### config.mk
export PLATFORM = sky130hd
export DESIGN_NAME = btn_debounce
export DESIGN_NICKNAME = d
export VERILOG_FILES = /design/src/rtl/watch_pkg.sv /design/src/rtl/sync_2ff.sv /design/src/rtl/btn_debounce.sv
export SDC_FILE = /design/constraint.sdc
export NUM_CORES = 1
export LEC_CHECK = 0
export CAP_MARGIN = 20
export CORE_UTILIZATION = 27
export CTS_BUF_LIST = sky130_fd_sc_hd__clkbuf_8
export CTS_CLUSTER_DIAMETER = 100
export DETAILED_ROUTE_END_ITERATION = 7
export DONT_BUFFER_PORTS = 1
export PLACE_DENSITY = 0.4
export SLEW_MARGIN = 20
export SYNTH_ARGS = -nofsm -noshare
export SYNTH_HDL_FRONTEND = slang
export SYNTH_SLANG_ARGS = --single-unit
export TNS_END_PERCENT = 5
### constraint.sdc
create_clock -name clk -period 3.6 [get_ports clk]
set_clock_uncertainty 0.15 [all_clocks]
set_input_delay 0.9 -clock clk [delete_from_list [all_inputs] [get_ports clk]]
set_output_delay 0.9 -clock clk [all_outputs]
set_load 0.01 [all_outputs]
### src/rtl/watch_pkg.sv
// Shared stopwatch definitions: button-conditioning state encoding and
// default cycle constants for the board clock.
package watch_pkg;

  // Debounce FSM states, 2-bit encoding.
  typedef enum logic [1:0] {
    IDLE         = 2'd0,
    PRESS_WAIT   = 2'd1,
    PRESSED      = 2'd2,
    RELEASE_WAIT = 2'd3
  } btn_state_t;

  // Defaults for the board clock.
  localparam int unsigned DEBOUNCE_CYCLES_DEF = 32'd1000000;
  localparam int unsigned LONG_CYCLES_DEF     = 32'd200000000;
  localparam int unsigned CNT_W_DEF           = 32'd28;

endpackage

### src/rtl/sync_2ff.sv
// Two-flop synchroniser for an asynchronous single-bit input.
// Ports:
//   clk - sampling clock
//   rst - asynchronous active-low reset (flops load RST_VAL)
//   d   - asynchronous input
//   q   - synchronised output, d delayed two clock edges
module sync_2ff #(
  parameter bit RST_VAL = 1'b0
) (
  input  logic clk,
  input  logic rst,
  input  logic d,
  output logic q
);

  logic meta;

  always_ff @(posedge clk or negedge rst) begin
    if (!rst) begin
      meta <= RST_VAL;
      q    <= RST_VAL;
    end else begin
      meta <= d;
      q    <= meta;
    end
  end

endmodule

### src/rtl/btn_debounce.sv
// Push-button conditioner: 2-flop synchroniser followed by a debounce FSM.
// Produces a clean level plus single-cycle press/release pulses.
// Optional long-press pulse enabled by defining the macro LONG_PRESS_EN.
// Ports:
//   clk         - system clock, rising edge
//   rst         - asynchronous active-low reset
//   btn_raw     - unsynchronised button pin
//   btn_level   - debounced level, 1 = pressed
//   btn_press   - one-cycle pulse on accepted press
//   btn_release - one-cycle pulse on accepted release
//   btn_long    - one-cycle pulse after LONG_CYCLES of hold (0 without LONG_PRESS_EN)
module btn_debounce
  import watch_pkg::*;
#(
  parameter int unsigned DEBOUNCE_CYCLES = DEBOUNCE_CYCLES_DEF,
  parameter bit          ACTIVE_HIGH     = 1'b1,
  parameter int unsigned LONG_CYCLES     = LONG_CYCLES_DEF,
  parameter int unsigned CNT_W           = CNT_W_DEF
) (
  input  logic clk,
  input  logic rst,
  input  logic btn_raw,
  output logic btn_level,
  output logic btn_press,
  output logic btn_release,
  output logic btn_long
);

  localparam logic [CNT_W-1:0] DB_LAST = CNT_W'(DEBOUNCE_CYCLES - 32'd1);

  // Reject configurations whose counts cannot be held by the counters.
  if (DEBOUNCE_CYCLES == 0 || LONG_CYCLES == 0 || CNT_W == 0 || CNT_W > 32 ||
      (CNT_W < 32 && (64'(DEBOUNCE_CYCLES) > (64'(1) << CNT_W) ||
                      64'(LONG_CYCLES) >= (64'(1) << CNT_W)))) begin : g_bad_cfg
    $error("btn_debounce: invalid DEBOUNCE_CYCLES/LONG_CYCLES/CNT_W combination");
  end

  // Normalise polarity so everything downstream sees 1 = pressed.
  logic btn_norm;
  logic sync_q;

  assign btn_norm = ACTIVE_HIGH ? btn_raw : ~btn_raw;

  sync_2ff #(
    .RST_VAL(1'b0)
  ) u_sync (
    .clk (clk),
    .rst (rst),
    .d   (btn_norm),
    .q   (sync_q)
  );

  btn_state_t       state_q, state_d;
  logic [CNT_W-1:0] cnt_q, cnt_d;
  logic             level_d, press_d, release_d;

  // State, counter and output registers.
  always_ff @(posedge clk or negedge rst) begin
    if (!rst) begin
      state_q     <= IDLE;
      cnt_q       <= '0;
      btn_level   <= 1'b0;
      btn_press   <= 1'b0;
      btn_release <= 1'b0;
    end else begin
      state_q     <= state_d;
      cnt_q       <= cnt_d;
      btn_level   <= level_d;
      btn_press   <= press_d;
      btn_release <= release_d;
    end
  end

  // Next-state and registered-output logic.
  always_comb begin
    state_d   = state_q;
    cnt_d     = cnt_q;
    level_d   = btn_level;
    press_d   = 1'b0;
    release_d = 1'b0;

    unique case (state_q)
      IDLE: begin
        level_d = 1'b0;
        if (sync_q) begin
          state_d = PRESS_WAIT;
          cnt_d   = '0;
        end
      end

      PRESS_WAIT: begin
        if (!sync_q) begin
          state_d = IDLE;
          cnt_d   = '0;
        end else if (cnt_q == DB_LAST) begin
          state_d = PRESSED;
          cnt_d   = '0;
          press_d = 1'b1;
          level_d = 1'b1;
        end else begin
          cnt_d = cnt_q + CNT_W'(1);
        end
      end

      PRESSED: begin
        level_d = 1'b1;
        if (!sync_q) begin
          state_d = RELEASE_WAIT;
          cnt_d   = '0;
        end
      end

      RELEASE_WAIT: begin
        if (sync_q) begin
          state_d = PRESSED;
          cnt_d   = '0;
        end else if (cnt_q == DB_LAST) begin
          state_d   = IDLE;
          cnt_d     = '0;
          release_d = 1'b1;
          level_d   = 1'b0;
        end else begin
          cnt_d = cnt_q + CNT_W'(1);
        end
      end

      default: begin
        state_d = IDLE;
        cnt_d   = '0;
        level_d = 1'b0;
      end
    endcase
  end

`ifdef LONG_PRESS_EN
  localparam logic [CNT_W-1:0] LONG_LIM  = CNT_W'(LONG_CYCLES);
  localparam logic [CNT_W-1:0] LONG_LAST = CNT_W'(LONG_CYCLES - 32'd1);

  logic [CNT_W-1:0] hcnt_q, hcnt_d;
  logic             long_d;

  // Hold counter runs while the debounced level is high; saturation at
  // LONG_LIM guarantees a single pulse per press.
  always_comb begin
    hcnt_d = '0;
    long_d = 1'b0;
    if ((state_q == PRESSED || state_q == RELEASE_WAIT) && state_d != IDLE) begin
      hcnt_d = hcnt_q;
      if (hcnt_q != LONG_LIM) begin
        hcnt_d = hcnt_q + CNT_W'(1);
        long_d = (hcnt_q == LONG_LAST);
      end
    end
  end

  always_ff @(posedge clk or negedge rst) begin
    if (!rst) begin
      hcnt_q   <= '0;
      btn_long <= 1'b0;
    end else begin
      hcnt_q   <= hcnt_d;
      btn_long <= long_d;
    end
  end
`else
  assign btn_long = 1'b0;
`endif

endmodule

# [Word level (Yosys, flattened, before mapping)]
# Index checks and enable logic that the tools add are counted.
# Widths: inputs -> output; s select.
[word_totals] input_bits=3 out_inout_bits=4 register_bits=35 elab_cells=47
[classes] reduce_logical=4 n_eq_ne=12 addsub=1 mux=23
[ops] cell="$mux 28" count=5
[ops] cell="$pmux 28 s4" count=1
[ops] cell="$add 28x1->28 const B" count=1
[ops] cell="$eq 28x20->1 const B" count=1
[ops] cell="$mux 2" count=6
[ops] cell="$mux 1" count=9
[ops] cell="$ne 2x2->1 const B" count=4
[ops] cell="$pmux 2 s4" count=1
[ops] cell="$reduce_and 4->1" count=2
[ops] cell="$eq 2x2->1 const B" count=2
[ops] cell="$ne 2x1->1 const B" count=2
[ops] cell="$pmux 1 s4" count=1
[ops] cell="$ne 3x2->1 const B" count=1
[ops] cell="$ne 3x3->1 const B" count=1
[ops] cell="$eq 2x1->1 const B" count=1
[ops] cell="$logic_not 2->1" count=1
[ops] cell="$reduce_and 2->1" count=1

# [Logic depth before layout (Yosys ltp)]
[logic_depth] word_depth=4 ltp_mapped=8 mapped_depth_nobuf=7

# [Cells and area by module]
# A second synthesis with hierarchy kept.
[hier_totals] hier_cells=214 area_unflattened_um2=2077.0
[by_module_without_submodules] module="btn_debounce" seq_area_each_um2=825.8 area_each_um2=2026.9 cells_each=212 n_inst=1
[by_module_without_submodules] module="sync_2ff" seq_area_each_um2=50.0 area_each_um2=50.0 cells_each=2 n_inst=1

# [Worst setup path before layout]
# Ideal clock, no wire load.
[synth_path] path_kind="register to register" startpoint="register cnt_q[8]" endpoint="register btn_level" n_path_buf=1 period_less_slack_ps=2247 slack_ps=1353 t_required_ps=3325 setup_time_ps=125 path_stages_with_launch=7 t_arrival_ps=1972 cell_sequence="dfrtp_1 or4_1 or4_1 buf_2 o31ai_4 o21ai_2 mux2_4"
[synth_via] elab_chain_len=3 word_cells_on_any_way=4 cone_classes="3 x eq/ne; 1 x reduce/logical"
[synth_rtl] item="start: declaration" line="btn_debounce.sv:54" text="logic [CNT_W-1:0] cnt_q, cnt_d;"
[synth_rtl] item="start signal: assignment" line="btn_debounce.sv:67" text="cnt_q <= cnt_d;"
[synth_rtl] item="$eq 28x20->1 *" line="btn_debounce.sv:95, btn_debounce.sv:117"
[synth_rtl] item="$ne 2x2->1 (no line)"
[synth_rtl] item="$reduce_and 4->1 (no line) *"
[synth_rtl] item="end signal: assignment" line="btn_debounce.sv:68" text="btn_level <= level_d;"
[synth_rtl] item="end: declaration" line="btn_debounce.sv:23" text="output logic btn_level,"
# Every way passes the cells marked *; elsewhere a longest branch is shown, timed or not.
# A chain may end at the register's enable or synchronous reset.

# [Worst setup path after layout]
[layout_path] startpoint="register state_q[0]" endpoint="register cnt_q[13]"
[layout_via] elab_chain_len=3 word_cells_on_any_way=8 cone_classes="5 x eq/ne; 1 x mux; 2 x reduce/logical"
[layout_rtl] item="start: declaration" line="btn_debounce.sv:53" text="btn_state_t state_q, state_d;"
[layout_rtl] item="start signal: assignment" line="btn_debounce.sv:66" text="state_q <= state_d;"
[layout_rtl] item="$eq 2x2->1 / $logic_not 2->1 (equally long branches)" line="btn_debounce.sv:82" text="unique case (state_q)"
[layout_rtl] item="$ne 2x2->1 (no line) / $ne 2x1->1 (equally long branches)"
[layout_rtl] item="$reduce_and 2->1 (no line)"
# Parallel ways exist; a longest one is shown, timed or not.

==> results.md <==
- Netlist Area Pre-Place: 0.00191 mm²
- Via count: 1,413
- Core Rows: 30
- Crit Path Category: register to register
- RSZ-0062 raised after global routing: no
- Clk sinks: 35
- Setup TNS: 0 ns
- Dominant cell type by area after synthesis: dfrtp_1
- Synth Flop Type: dfrtp_1
- Post-CTS Setup Inserts: 0
- Req. time, crit path: 3.66 ns
- Synth Area in Adders: 3.28%
- Synth Register Bits: 35
- Post-Synth XOR/XNOR Area: 8.26%
- Reg-to-reg startpoint: state_q[0]
- Largest family of logic cells by synthesized area: simple AND/OR/NAND/NOR gates
- Async S/R FF share, synth: 100%
- Sw power: 0.366 mW
- IO buf count: 0
- Remaining antenna violation count after routing: 0
- Startpoint types: register
- PwrDens: 507 mW/mm²
- Die Ht: 86.1 µm
- DRC: 0
- Detailed placement HPWL: 2810 µm
- Final WS setup: 1.06 ns
- Switching share of total power: 35.2%
- Initial Util: 28.1%
- Number of global-route vias before repair: 1,476
- Clock period minus worst slack: 2.54 ns
- Synth warn: 0
- I/O pins: 7
- Final setup viols: 0
- Ranking of synthesized cells by area: dfrtp_1 (46%), xnor2_1 (6.4%), nor2_1 (5.1%)
- Area Growth Syn to Fin: 7.48%
- Avg Cell Area, Syn: 9.84 µm²
- Sequential share of power: 43.0%
- Library cells used by synthesis: 43
- GRT overflow: 0
- Maximum clock path buffer count: 2
- CP endpoint kind: register
- Placer Congestion: 0.780
- Int Power: 0.674 mW
- Mux contribution to synthesized area: 3.48%
- CTS tree: yes
- Post-synth top cells: dfrtp_1 (35), nor2_1 (26), nand2_1 (15), xnor2_1 (14), nor3_1 (11)
- Fin crit share: 70.6%
- Clk root buf: clkbuf_8
- Initial DRC Count: 67
- Max VDD drop: 0.000134 V
- Clk_lat worst skew: 0.28 ns
- Slew Limit Fails: 0
- Post-CTS Hold Buffers: 0
- Die X: 86.1 µm
- Avg WL per Cell: 13.9 µm
- Post-cts sizing count: 0
- Die area: 0.00741 mm²
- Nets@finish: 202
- Crit. Startpoint: state_q[0]
- Pre-CTS WS: 1.05 ns
- Gr usage total: 12.8%
- Endpoint of the worst register-to-register path: cnt_q[13]
- Synth Area in Simple Gates: 24.9%
- Worst Hold Class: input pin to async pin
- CP Max Fanout: 12
- R2R setup slack: 1.06 ns
- Leakage: 0.794 nW
- FILL cells: 710
- Top cell type's share of synthesized area: 45.9%
- Sequential area share after synthesis: 45.9%
- Synth Area in Compound Gates: 9.38%
- Most frequent cell after synthesis: dfrtp_1
- Diodes inserted: 0
- H-tree Lvls: 2
- Comb power frac: 31.9%
- Max Cap Violations: 0
- Fmax achieved: 394 MHz
- Clock transition at path regs: 0.07 ns
- Pre-antenna DRT Iters: 4
- EDFF count, synth: 0
- Mapped Cells: 194
- Core area: 0.00679 mm²
- Cts bufs inserted: 5
- Clk network pwr share: 25.1%
- DRT Wirelength: 4010 µm
- Global-route wire length before repair: 7270 µm
- Vias per cell: 4.89
- Arrival @ worst endpoint: 2.60 ns
- Pin count of the biggest net entering global routing: 36
- Status: complete, no violations
- Total power: 1.04 mW
- Synth Net Count: 202
- Initial antenna violation count: 0
- Worst R2R Path Depth: 8
- Hold Vio Cnt, Final: 0
- Share of layout cells above drive strength 1: 8.81%
## power groups by stage
stage,logic [mW],clock network [mW],registers [mW]
global placement,0.336,0,0.452
floorplan,0.294,0,0.448
global route,0.374,0.295,0.453
detailed placement,0.338,0,0.454
CTS,0.339,0.275,0.447
finish,0.332,0.261,0.447
## stage by stage
stage                     cell area, µm²  hold slack, ns  util [%]  std cells
final                               2050           0.153      30.2        289
after global routing                2050           0.135      30.2        289
after CTS                           2050           0.142      30.2        289
after detailed placement            1980           0.195      29.1        283
after global placement              1980           0.186      29.1        283
after floorplan                     1910           0.181         -        194
## cell type report
type	count	area (µm²)	area share [%]
Clock buffer	5	68.8	3.36
Inverter	8	30.0	1.46
Timing Repair Buffer	1	7.51	0.366
Sequential cell	35	876	42.7
Clock inverter	1	3.75	0.183
Multi-Input combinational cell	143	945	46.1
Tap cell	96	120	5.86
## logic make-up (layout without fill, tap and decap cells)
family          Yosys count  in the layout
fa+ha+maj                 5              5
flops                    35             35
buf+inv                  16             15
simple gates             89             89
mux                       6              6
other cells               1              1
compound gates           24             24
xor+xnor                 18             18
## worst max path at each step
stage,to,cells past startpoint
global route,cnt_q[13],8
finish,cnt_q[13],8
global placement,cnt_q[22],5
detailed placement,cnt_q[13],8
CTS,cnt_q[20],5
floorplan,btn_level,6
## routing by layer
metal | vias to the layer above | part of all wire (%) | track usage, %
li1 | 683 | - | -
met1 | 705 | 49 | 16.3
met2 | 18 | 47 | 20.6
met3 | 7 | 2.7 | 2.79
met4 | 0 | 1.4 | 5.91
met5 | - | 0 | 0
## sequential cells by signal (all words and copies together) (netlist names), named ones only
name,cells
btn_level,1
btn_press,1
btn_release,1
cnt_q,28
state_q,1
u_sync.meta,1
u_sync.q,1
## critical path, stage by stage, from the launching register on
cell     delay (ns)
dfrtp_1        0.40
inv_1          0.09
ha_1           0.23
mux2i_1        0.15
buf_4          0.20
nand3_1        0.33
or4_1          0.53
or3_1          0.31
o21ai_0        0.07
## cells in the final DEF, fill, tap and decap left out, types with 7 or more instances in the layout
cell,Yosys,final
dfrtp_1,35,35
nor2_1,26,26
nand2_1,15,15
xnor2_1,14,14
nor3_1,11,11
inv_1,8,9
nor4_1,9,9
nand4_1,8,8
o21ai_0,7,7
No activity file was read; power rests on OpenSTA's default activity.
